## src/rtl/trellis_frame_sequencer_if.sv

```systemverilog
// trellis_frame_sequencer_if
// Groups the sample stream coming from the frame aligner and the framed
// stream going to the trellis.
//   slave  : the sequencer's view. It receives startOfTrellis, sampleEn,
//            interpolateIn and dinReal/dinImag, and drives dout*, the
//            frame tags, lastSampleReset, frameActive, sampleIndex and
//            overrun.
//   master : the aligner/trellis-side view, with every direction reversed.
interface trellis_frame_sequencer_if;
    logic               startOfTrellis;
    logic               sampleEn;
    logic               interpolateIn;
    logic signed [17:0] dinReal;
    logic signed [17:0] dinImag;
    logic signed [17:0] doutReal;
    logic signed [17:0] doutImag;
    logic               doutValid;
    logic               interpolateOut;
    logic               firstSample;
    logic               lastSample;
    logic               lastSampleReset;
    logic               frameActive;
    logic [14:0]        sampleIndex;
    logic               overrun;

    modport slave (
        input  startOfTrellis, sampleEn, interpolateIn, dinReal, dinImag,
        output doutReal, doutImag, doutValid, interpolateOut, firstSample,
               lastSample, lastSampleReset, frameActive, sampleIndex, overrun
    );

    modport master (
        output startOfTrellis, sampleEn, interpolateIn, dinReal, dinImag,
        input  doutReal, doutImag, doutValid, interpolateOut, firstSample,
               lastSample, lastSampleReset, frameActive, sampleIndex, overrun
    );
endinterface

```

## src/rtl/trellis_frame_sequencer.sv

```systemverilog
// trellis_frame_sequencer
// Frames one trellis block of FRAME_SAMPLES samples from the aligned sample
// stream. It tags the first and last samples, registers the data for the
// trellis, and returns a single lastSampleReset pulse FLUSH_CLKS enabled
// cycles after the last sample so the aligner re-arms.
// Ports:
//   clk2x - processing clock
//   reset - synchronous, active-high reset
//   clkEn - global clock enable; every register updates only when it is high
//   bus   - trellis_frame_sequencer_if.slave (aligner input stream and
//           trellis output stream)
//
// state | meaning
// IDLE  | waiting for startOfTrellis; incoming samples are dropped
// ARM   | frame accepted; the next sampleEn is sample 0
// RUN   | passing samples 1..FRAME_SAMPLES-1
// FLUSH | trellis drain; flushCnt counts down to the lastSampleReset pulse
module trellis_frame_sequencer #(
    parameter int FRAME_SAMPLES = 6656,
    parameter int FLUSH_CLKS    = 8
) (
    input  logic                       clk2x,
    input  logic                       reset,
    input  logic                       clkEn,
    trellis_frame_sequencer_if.slave   bus
);

    typedef enum logic [1:0] {IDLE, ARM, RUN, FLUSH} state_t;

    localparam logic [14:0] LAST_IDX   = 15'(FRAME_SAMPLES - 1);
    localparam logic [7:0]  FLUSH_INIT = 8'(FLUSH_CLKS - 1);

    state_t      state, stateNext;
    logic [14:0] count, countNext;
    logic [7:0]  flushCnt, flushNext;
    logic        take;
    logic        firstNext;
    logic        lastNext;
    logic        lsrNext;
    logic        activeNext;
    logic        overrunNext;

    always_ff @(posedge clk2x) begin
        if (reset) begin
            state               <= IDLE;
            count               <= '0;
            flushCnt            <= '0;
            bus.doutReal        <= '0;
            bus.doutImag        <= '0;
            bus.doutValid       <= 1'b0;
            bus.interpolateOut  <= 1'b0;
            bus.firstSample     <= 1'b0;
            bus.lastSample      <= 1'b0;
            bus.lastSampleReset <= 1'b0;
            bus.frameActive     <= 1'b0;
            bus.sampleIndex     <= '0;
            bus.overrun         <= 1'b0;
        end else if (clkEn) begin
            state               <= stateNext;
            count               <= countNext;
            flushCnt            <= flushNext;
            bus.doutValid       <= take;
            bus.firstSample     <= firstNext;
            bus.lastSample      <= lastNext;
            bus.lastSampleReset <= lsrNext;
            bus.frameActive     <= activeNext;
            bus.overrun         <= overrunNext;
            if (take) begin
                bus.doutReal       <= bus.dinReal;
                bus.doutImag       <= bus.dinImag;
                bus.interpolateOut <= bus.interpolateIn;
                bus.sampleIndex    <= count;
            end
        end
    end

    always_comb begin
        stateNext   = state;
        countNext   = count;
        flushNext   = flushCnt;
        take        = 1'b0;
        firstNext   = 1'b0;
        lastNext    = 1'b0;
        lsrNext     = 1'b0;
        activeNext  = bus.frameActive;
        overrunNext = bus.overrun;

        case (state)
            IDLE: begin
                // A sample coincident with startOfTrellis is not part of the
                // frame; sample 0 is the next sampleEn.
                if (bus.startOfTrellis) begin
                    stateNext  = ARM;
                    countNext  = '0;
                    activeNext = 1'b1;
                end
            end
            ARM: begin
                if (bus.sampleEn) begin
                    take      = 1'b1;
                    firstNext = 1'b1;
                    countNext = 15'd1;
                    stateNext = RUN;
                end
            end
            RUN: begin
                if (bus.sampleEn) begin
                    take = 1'b1;
                    if (count == LAST_IDX) begin
                        lastNext  = 1'b1;
                        flushNext = FLUSH_INIT;
                        stateNext = FLUSH;
                    end else begin
                        countNext = count + 15'd1;
                    end
                end
            end
            FLUSH: begin
                if (flushCnt == 8'd0) begin
                    lsrNext    = 1'b1;
                    activeNext = 1'b0;
                    stateNext  = IDLE;
                end else begin
                    flushNext = flushCnt - 8'd1;
                end
            end
            default: stateNext = IDLE;
        endcase

        // A new frame request before the current one has finished is an
        // aligner error; it does not disturb sequencing.
        if (bus.startOfTrellis && (state != IDLE))
            overrunNext = 1'b1;
    end

endmodule

```

## src/flat_wrapper.sv

```systemverilog
// flat-port wrapper written by rule: the top's interface ports become plain ports
module trellis_frame_sequencer_flat 
#(
    parameter int FRAME_SAMPLES = 6656,
    parameter int FLUSH_CLKS    = 8
)
  (clk2x, reset, clkEn, bus_startOfTrellis, bus_sampleEn, bus_interpolateIn, bus_dinReal, bus_dinImag, bus_doutReal, bus_doutImag, bus_doutValid, bus_interpolateOut, bus_firstSample, bus_lastSample, bus_lastSampleReset, bus_frameActive, bus_sampleIndex, bus_overrun);
  trellis_frame_sequencer_if bus_i ();
  input  logic clk2x;
  input  logic reset;
  input  logic clkEn;
  input wire logic [$bits(bus_i.startOfTrellis)-1:0] bus_startOfTrellis;
  input wire logic [$bits(bus_i.sampleEn)-1:0] bus_sampleEn;
  input wire logic [$bits(bus_i.interpolateIn)-1:0] bus_interpolateIn;
  input wire logic [$bits(bus_i.dinReal)-1:0] bus_dinReal;
  input wire logic [$bits(bus_i.dinImag)-1:0] bus_dinImag;
  output wire logic [$bits(bus_i.doutReal)-1:0] bus_doutReal;
  output wire logic [$bits(bus_i.doutImag)-1:0] bus_doutImag;
  output wire logic [$bits(bus_i.doutValid)-1:0] bus_doutValid;
  output wire logic [$bits(bus_i.interpolateOut)-1:0] bus_interpolateOut;
  output wire logic [$bits(bus_i.firstSample)-1:0] bus_firstSample;
  output wire logic [$bits(bus_i.lastSample)-1:0] bus_lastSample;
  output wire logic [$bits(bus_i.lastSampleReset)-1:0] bus_lastSampleReset;
  output wire logic [$bits(bus_i.frameActive)-1:0] bus_frameActive;
  output wire logic [$bits(bus_i.sampleIndex)-1:0] bus_sampleIndex;
  output wire logic [$bits(bus_i.overrun)-1:0] bus_overrun;
  assign bus_i.startOfTrellis = bus_startOfTrellis;
  assign bus_i.sampleEn = bus_sampleEn;
  assign bus_i.interpolateIn = bus_interpolateIn;
  assign bus_i.dinReal = bus_dinReal;
  assign bus_i.dinImag = bus_dinImag;
  assign bus_doutReal = bus_i.doutReal;
  assign bus_doutImag = bus_i.doutImag;
  assign bus_doutValid = bus_i.doutValid;
  assign bus_interpolateOut = bus_i.interpolateOut;
  assign bus_firstSample = bus_i.firstSample;
  assign bus_lastSample = bus_i.lastSample;
  assign bus_lastSampleReset = bus_i.lastSampleReset;
  assign bus_frameActive = bus_i.frameActive;
  assign bus_sampleIndex = bus_i.sampleIndex;
  assign bus_overrun = bus_i.overrun;
  trellis_frame_sequencer #(.FRAME_SAMPLES(FRAME_SAMPLES), .FLUSH_CLKS(FLUSH_CLKS)) u_core (.clk2x(clk2x), .reset(reset), .clkEn(clkEn), .bus(bus_i));
endmodule
```

## config.mk

```make
export PLATFORM = sky130hd
export DESIGN_NAME = trellis_frame_sequencer_flat
export DESIGN_NICKNAME = d
export VERILOG_FILES = /design/src/rtl/trellis_frame_sequencer_if.sv /design/src/rtl/trellis_frame_sequencer.sv /design/src/flat_wrapper.sv
export SDC_FILE = /design/constraint.sdc
export NUM_CORES = 1
export LEC_CHECK = 0
export BUFFER_PORTS_ARGS = -buffer_cell sky130_fd_sc_hd__buf_4
export CAP_MARGIN = 0
export CORE_MARGIN = 1
export CORE_UTILIZATION = 56
export DETAILED_ROUTE_END_ITERATION = 12
export HOLD_SLACK_MARGIN = 0.08
export PLACE_DENSITY = 0.85
export SLEW_MARGIN = 25
export SYNTH_ARGS = -nofsm -noshare
export SYNTH_HDL_FRONTEND = slang
export SYNTH_SLANG_ARGS = --single-unit
```

## constraint.sdc

```tcl
create_clock -name clk2x -period 5.14 [get_ports clk2x]
set_clock_uncertainty 0.05 [all_clocks]
set_input_delay 0 -clock clk2x [delete_from_list [all_inputs] [get_ports clk2x]]
set_output_delay 0 -clock clk2x [all_outputs]
set_load 0.05 [all_outputs]
```

Word level (Yosys, flattened, before mapping)
Index checks and enable logic that the tools add are counted.
{"block": "word_totals", "out_inout_bits": 58, "regBits": 83}
{"block": "op_classes", "n_mux": 26, "add_sub_neg": 2, "n_reduce_logical": 14, "eq_ne": 11}
{"op": "$mux 15", "count": 4}
{"op": "$pmux 15 s3", "count": 1}
{"op": "$mux 8", "count": 3}
{"op": "$pmux 8 s2", "count": 1}
{"op": "$add 15x1->15 const B", "count": 1}
{"op": "$eq 15x13->1 const B", "count": 1}
{"op": "$reduce_and 6->1", "count": 2}
{"op": "$mux 1", "count": 10}
{"op": "$mux 2", "count": 5}
{"op": "$ne 2x2->1 const B", "count": 5}
{"op": "$logic_not 8->1", "count": 1}
{"op": "$pmux 2 s4", "count": 1}
{"op": "$sub 8x1->8 const B", "count": 1}
{"op": "$reduce_bool 2->1", "count": 3}
{"op": "$reduce_and 5->1", "count": 1}
{"op": "$eq 2x2->1 const B", "count": 2}
{"op": "$ne 2x1->1 const B", "count": 2}
{"op": "$reduce_and 2->1", "count": 2}
{"op": "$reduce_and 4->1", "count": 1}
{"op": "$reduce_bool 3->1", "count": 1}
{"op": "$eq 2x1->1 const B", "count": 1}
{"op": "$logic_not 2->1", "count": 1}
{"op": "$pmux 1 s2", "count": 1}
{"op": "$reduce_or 2->1", "count": 1}
{"op": "$logic_and 1x1->1", "count": 1}

Logic depth before layout (Yosys ltp)
{"block": "logic_depth", "depth_word": 4, "mapped_depth": 9}

Worst setup path after synthesis
OpenSTA, ideal clock, no wires.
{"block": "synth_timing", "path_type": "flip-flop to flip-flop", "start": "register u_core.state[0]", "end": "register u_core.count[8]", "path_stages_with_launch": 9, "setup_slack_ns": 3.172, "n_path_buf": 1, "setup_time_ns": 0.091, "t_arrival_ns": 1.827, "synth_period_minus_slack_ns": 1.968, "cell_sequence": "dfxtp_1 -> inv_1 -> ha_1 -> buf_2 -> o21bai_1 -> nand4_1 -> nor3_1 -> a31oi_1 -> a311oi_1"}
{"block": "synth_via", "elab_chain_len": 3, "elab_cells_between_ends": 10, "cone_classes": "6 x eq/ne; 1 x mux; 3 x reduce/logical"}
{"element": "start: declaration", "line": "trellis_frame_sequencer.sv:33", "rtl": "state_t state, stateNext;"}
{"element": "start signal: assignment", "line": "trellis_frame_sequencer.sv:59", "rtl": "state <= stateNext;"}
{"element": "$eq 2x2->1 (tied with other cells)", "line": "trellis_frame_sequencer.sv:88", "rtl": "case (state)"}
{"element": "$ne 2x2->1 (no source line) / $reduce_bool 3->1 (equally long branches)"}
{"element": "$reduce_and 6->1 (no source line)"}
{"element": "end signal: assignment", "line": "trellis_frame_sequencer.sv:60", "rtl": "count <= countNext;"}
{"element": "end: declaration", "line": "trellis_frame_sequencer.sv:34", "rtl": "logic [14:0] count, countNext;"}
Parallel ways exist; a longest one is shown, timed or not.
A chain may end at the register's enable or synchronous reset.

Final worst setup path
{"block": "layout_timing", "start": "register u_core.state[0]", "end": "register u_core.bus.doutReal[13]"}
{"block": "layout_via", "elab_chain_len": 4, "elab_cells_between_ends": 5, "cone_classes": "2 x eq/ne; 1 x mux; 2 x reduce/logical"}
{"element": "$eq 2x1->1 / $eq 2x2->1 (equally long branches)", "line": "trellis_frame_sequencer.sv:88"}
{"element": "$reduce_or 2->1 (no source line) *"}
{"element": "$mux 1 *"}
{"element": "$reduce_and 2->1 (no source line) *"}
{"element": "end signal: assignment", "line": "trellis_frame_sequencer.sv:69", "rtl": "bus.doutReal <= bus.dinReal;"}
{"element": "end: declaration", "line": "trellis_frame_sequencer_if.sv:28", "rtl": "output doutReal, doutImag, doutValid, interpolateOut, firstSample,"}
Mark *: on every way between the ends. The rest lies on a longest branch, timed or not.

==> out/results.txt <==
die span in x - 81.6 um
net count reported at finish - 610
cell count after synthesis - 439
RePlAce Congestion - 0.880
asr flop ratio synth - 0
Final ANT Viol Nets - 0
Max H-tree Level - 3
pre-CTS WS - 2.80 ns
Synth Area in Simple Gates - 0.240
Synth Area in Adders - 0.0282
status - finished, final reports clean
Syn Area/Cell - 8.07 sq um
layout cells sized above 1 - 0.222
main combinational cell family by area after synthesis - simple AND/OR/NAND/NOR gates
mapped cell area - 3540 sq um
Max clock buf depth - 2
top_reg_cell synth - dfxtp_1
syn_nets - 489
RSZ-0062 raised after global routing - no
Worst-Margin Slew - 1.02 ns
CP required - 5.29 ns
Filler Cells Inserted - 386
Max-Cap Viols - 0
count of boundary I/O pins - 100
DR vias/cell - 5.82
mux contribution to synthesized area - 0.00565
total number of vias - 3716
Area Overhead vs Synth - 37.4%
Hold WC Path Type - primary input to register
Clock Sinks - 83
initial antenna violation count - 0
TritonCTS buffer count - 9
drc violations - 0
number of synthesized flops with an enable pin - 0
die height - 81.6 um
Compound-Gate Fraction of Synth Area - 0.208
synth warn - 0
fin crit share - 0.485
Rel. slew slack - 0.318
row count - 28
most frequent cells in the layout - 118 x nand2_1, 99 x buf_4, 83 x dfxtp_1, 71 x a21oi_1, 41 x dlygate4sd3_1
Clock Pin Slew Worst Setup and Hold Paths - 0.09 ns
post-synth top area share - 0.469
Starting Density - 0.588
Clock Latency Late Sink - 0.34 ns
first-pass GRT wire length - 15800 um
FF+latch count, synth - 83
Arr. time, crit path - 2.64 ns
CTS tree - done
Root Buffer Master - clkbuf_8
largest net degree at the start of global routing - 75
Starting DRT DRC Count - 303
post-cts sizing count - 0
maximum vdd drop - 210 uV
grt total ovfl - 0
most common cell after layout, fill and taps aside - nand2_1
sequential element share of the synthesized area - 0.469
Pre-antenna DRT Iters - 5
leak pwr - 0.00195 uW
fmax - 401 MHz
Post-CTS Setup Inserts - 0
post-DP HPWL - 5730 um
Crit. End Element - register
GRT Util Overall - 0.312
Pwr Density - 284 nW/um^2
per-cell routed wire length - 15.8 um
Core Area - 6030 sq um
CP startpoint kind - register
Die Footprint - 6650 sq um
Post-Route WL - 10100 um
vias in the first global route - 3453
Hold-fix buffers, CTS - 41
fin worst setup slack - 2.65 ns
Cell variety after synth - 47
multi-input logic area - 1710 sq um
Final Hold Vio Count - 0
Final min period - 2.49 ns
Final Max Tran Viols - 0
crit-path max FO - 52
setup TNS - 0 ns
Ant. Diodes - 0
Reg area - 1660 sq um
Setup violations, final - 0
Synth area leaders - dfxtp_1 47%, nand2_1 12%, a21oi_1 10%
post-synthesis xor/xnor area fraction - 0
Yosys top cell by area - dfxtp_1
# port buffers - 99
kind of critical path - register to register
-- where the power goes --
group          total, uW  switching, uW  internal (uW)  leakage [uW]
registers            667           9.76            658      0.000670
clock network        511            238            273      0.000109
logic                207            128           78.8       0.00117
-- final cells by class --
| cell class | instances | area share |
|---|---|---|
| multi-input cells | 317 | 0.352 |
| flip-flops and latches | 83 | 0.341 |
| repair buffers | 140 | 0.237 |
| clock buffers | 9 | 0.0254 |
| well taps | 75 | 0.0193 |
| clock inverters | 6 | 0.0188 |
| inverters | 9 | 0.00694 |
-- worst paths after layout --
kind	start	to	slack [ns]	cells past startpoint
worst max-delay path	u_core.state[0]	u_core.bus.doutReal[13]	2.65	5
worst min-delay path	reset	u_core.bus.doutValid	0.16	2
worst max register to register	u_core.state[0]	u_core.bus.doutReal[13]	2.65	5
worst min register to register	u_core.bus.doutReal[4]	u_core.bus.doutReal[4]	0.41	2
-- synth_stat cells (3+ instances only) --
cell type / count
nand2_1: 118
nor3_1: 6
nand3_1: 11
a311oi_1: 3
nand2b_1: 4
o211ai_1: 8
o31ai_1: 6
clkbuf_1: 22
dfxtp_1: 83
buf_2: 4
a31oi_1: 8
a211oi_1: 3
o21ai_0: 9
nand4_1: 5
ha_1: 8
nor2_1: 22
inv_1: 9
a21oi_1: 71
and3_1: 3
-- kinds of logic (layout without fill, tap and decap cells) --
| family | count (synthesis) | count (layout) |
|---|---|---|
| AO/OA/AOI/OAI | 123 | 123 |
| adder cells (fa/ha/maj) | 8 | 8 |
| buffers and inverters | 39 | 164 |
| flip-flops | 83 | 83 |
| multiplexers | 2 | 2 |
| AND/OR/NAND/NOR | 184 | 184 |
-- per-stage QoR --
step / util / hold WS (ns) / area [sq um] / power (uW) / cells
final: 0.808 / 0.159 / 4870 / 1380 / 639
after global routing: 0.808 / 0.178 / 4870 / 1430 / 639
after CTS: 0.808 / 0.149 / 4870 / 1380 / 639
after detailed placement: 0.705 / 0.206 / 4250 / 856 / 583
after global placement: 0.705 / 0.195 / 4250 / 852 / 583
after floorplan: - / 0.0833 / 3540 / 797 / 439
-- layer usage --
metal  global-route usage  wire length (um)  vias up
met1                0.365              3920     1713
met5                    0                 0        -
met4                0.205               498        0
met2                0.513              5040      183
met3               0.0678               651       53
li1                     -                 -     1767
-- sequential cells by signal, indices dropped and copies added (netlist names), 2 cells and up --
name	count
u_core.count	15
u_core.state	2
u_core.bus.sampleIndex	15
u_core.bus.doutImag	18
u_core.bus.doutReal	18
u_core.flushCnt	8
-- critical path, stage by stage, from the launching register on --
cell and delay [ns]:
dfxtp_1 0.40, inv_1 0.10, ha_1 0.42, nand3_2 0.82, nand2_1 0.39, a21oi_1 0.13
No activity file was read; power rests on OpenSTA's default activity.
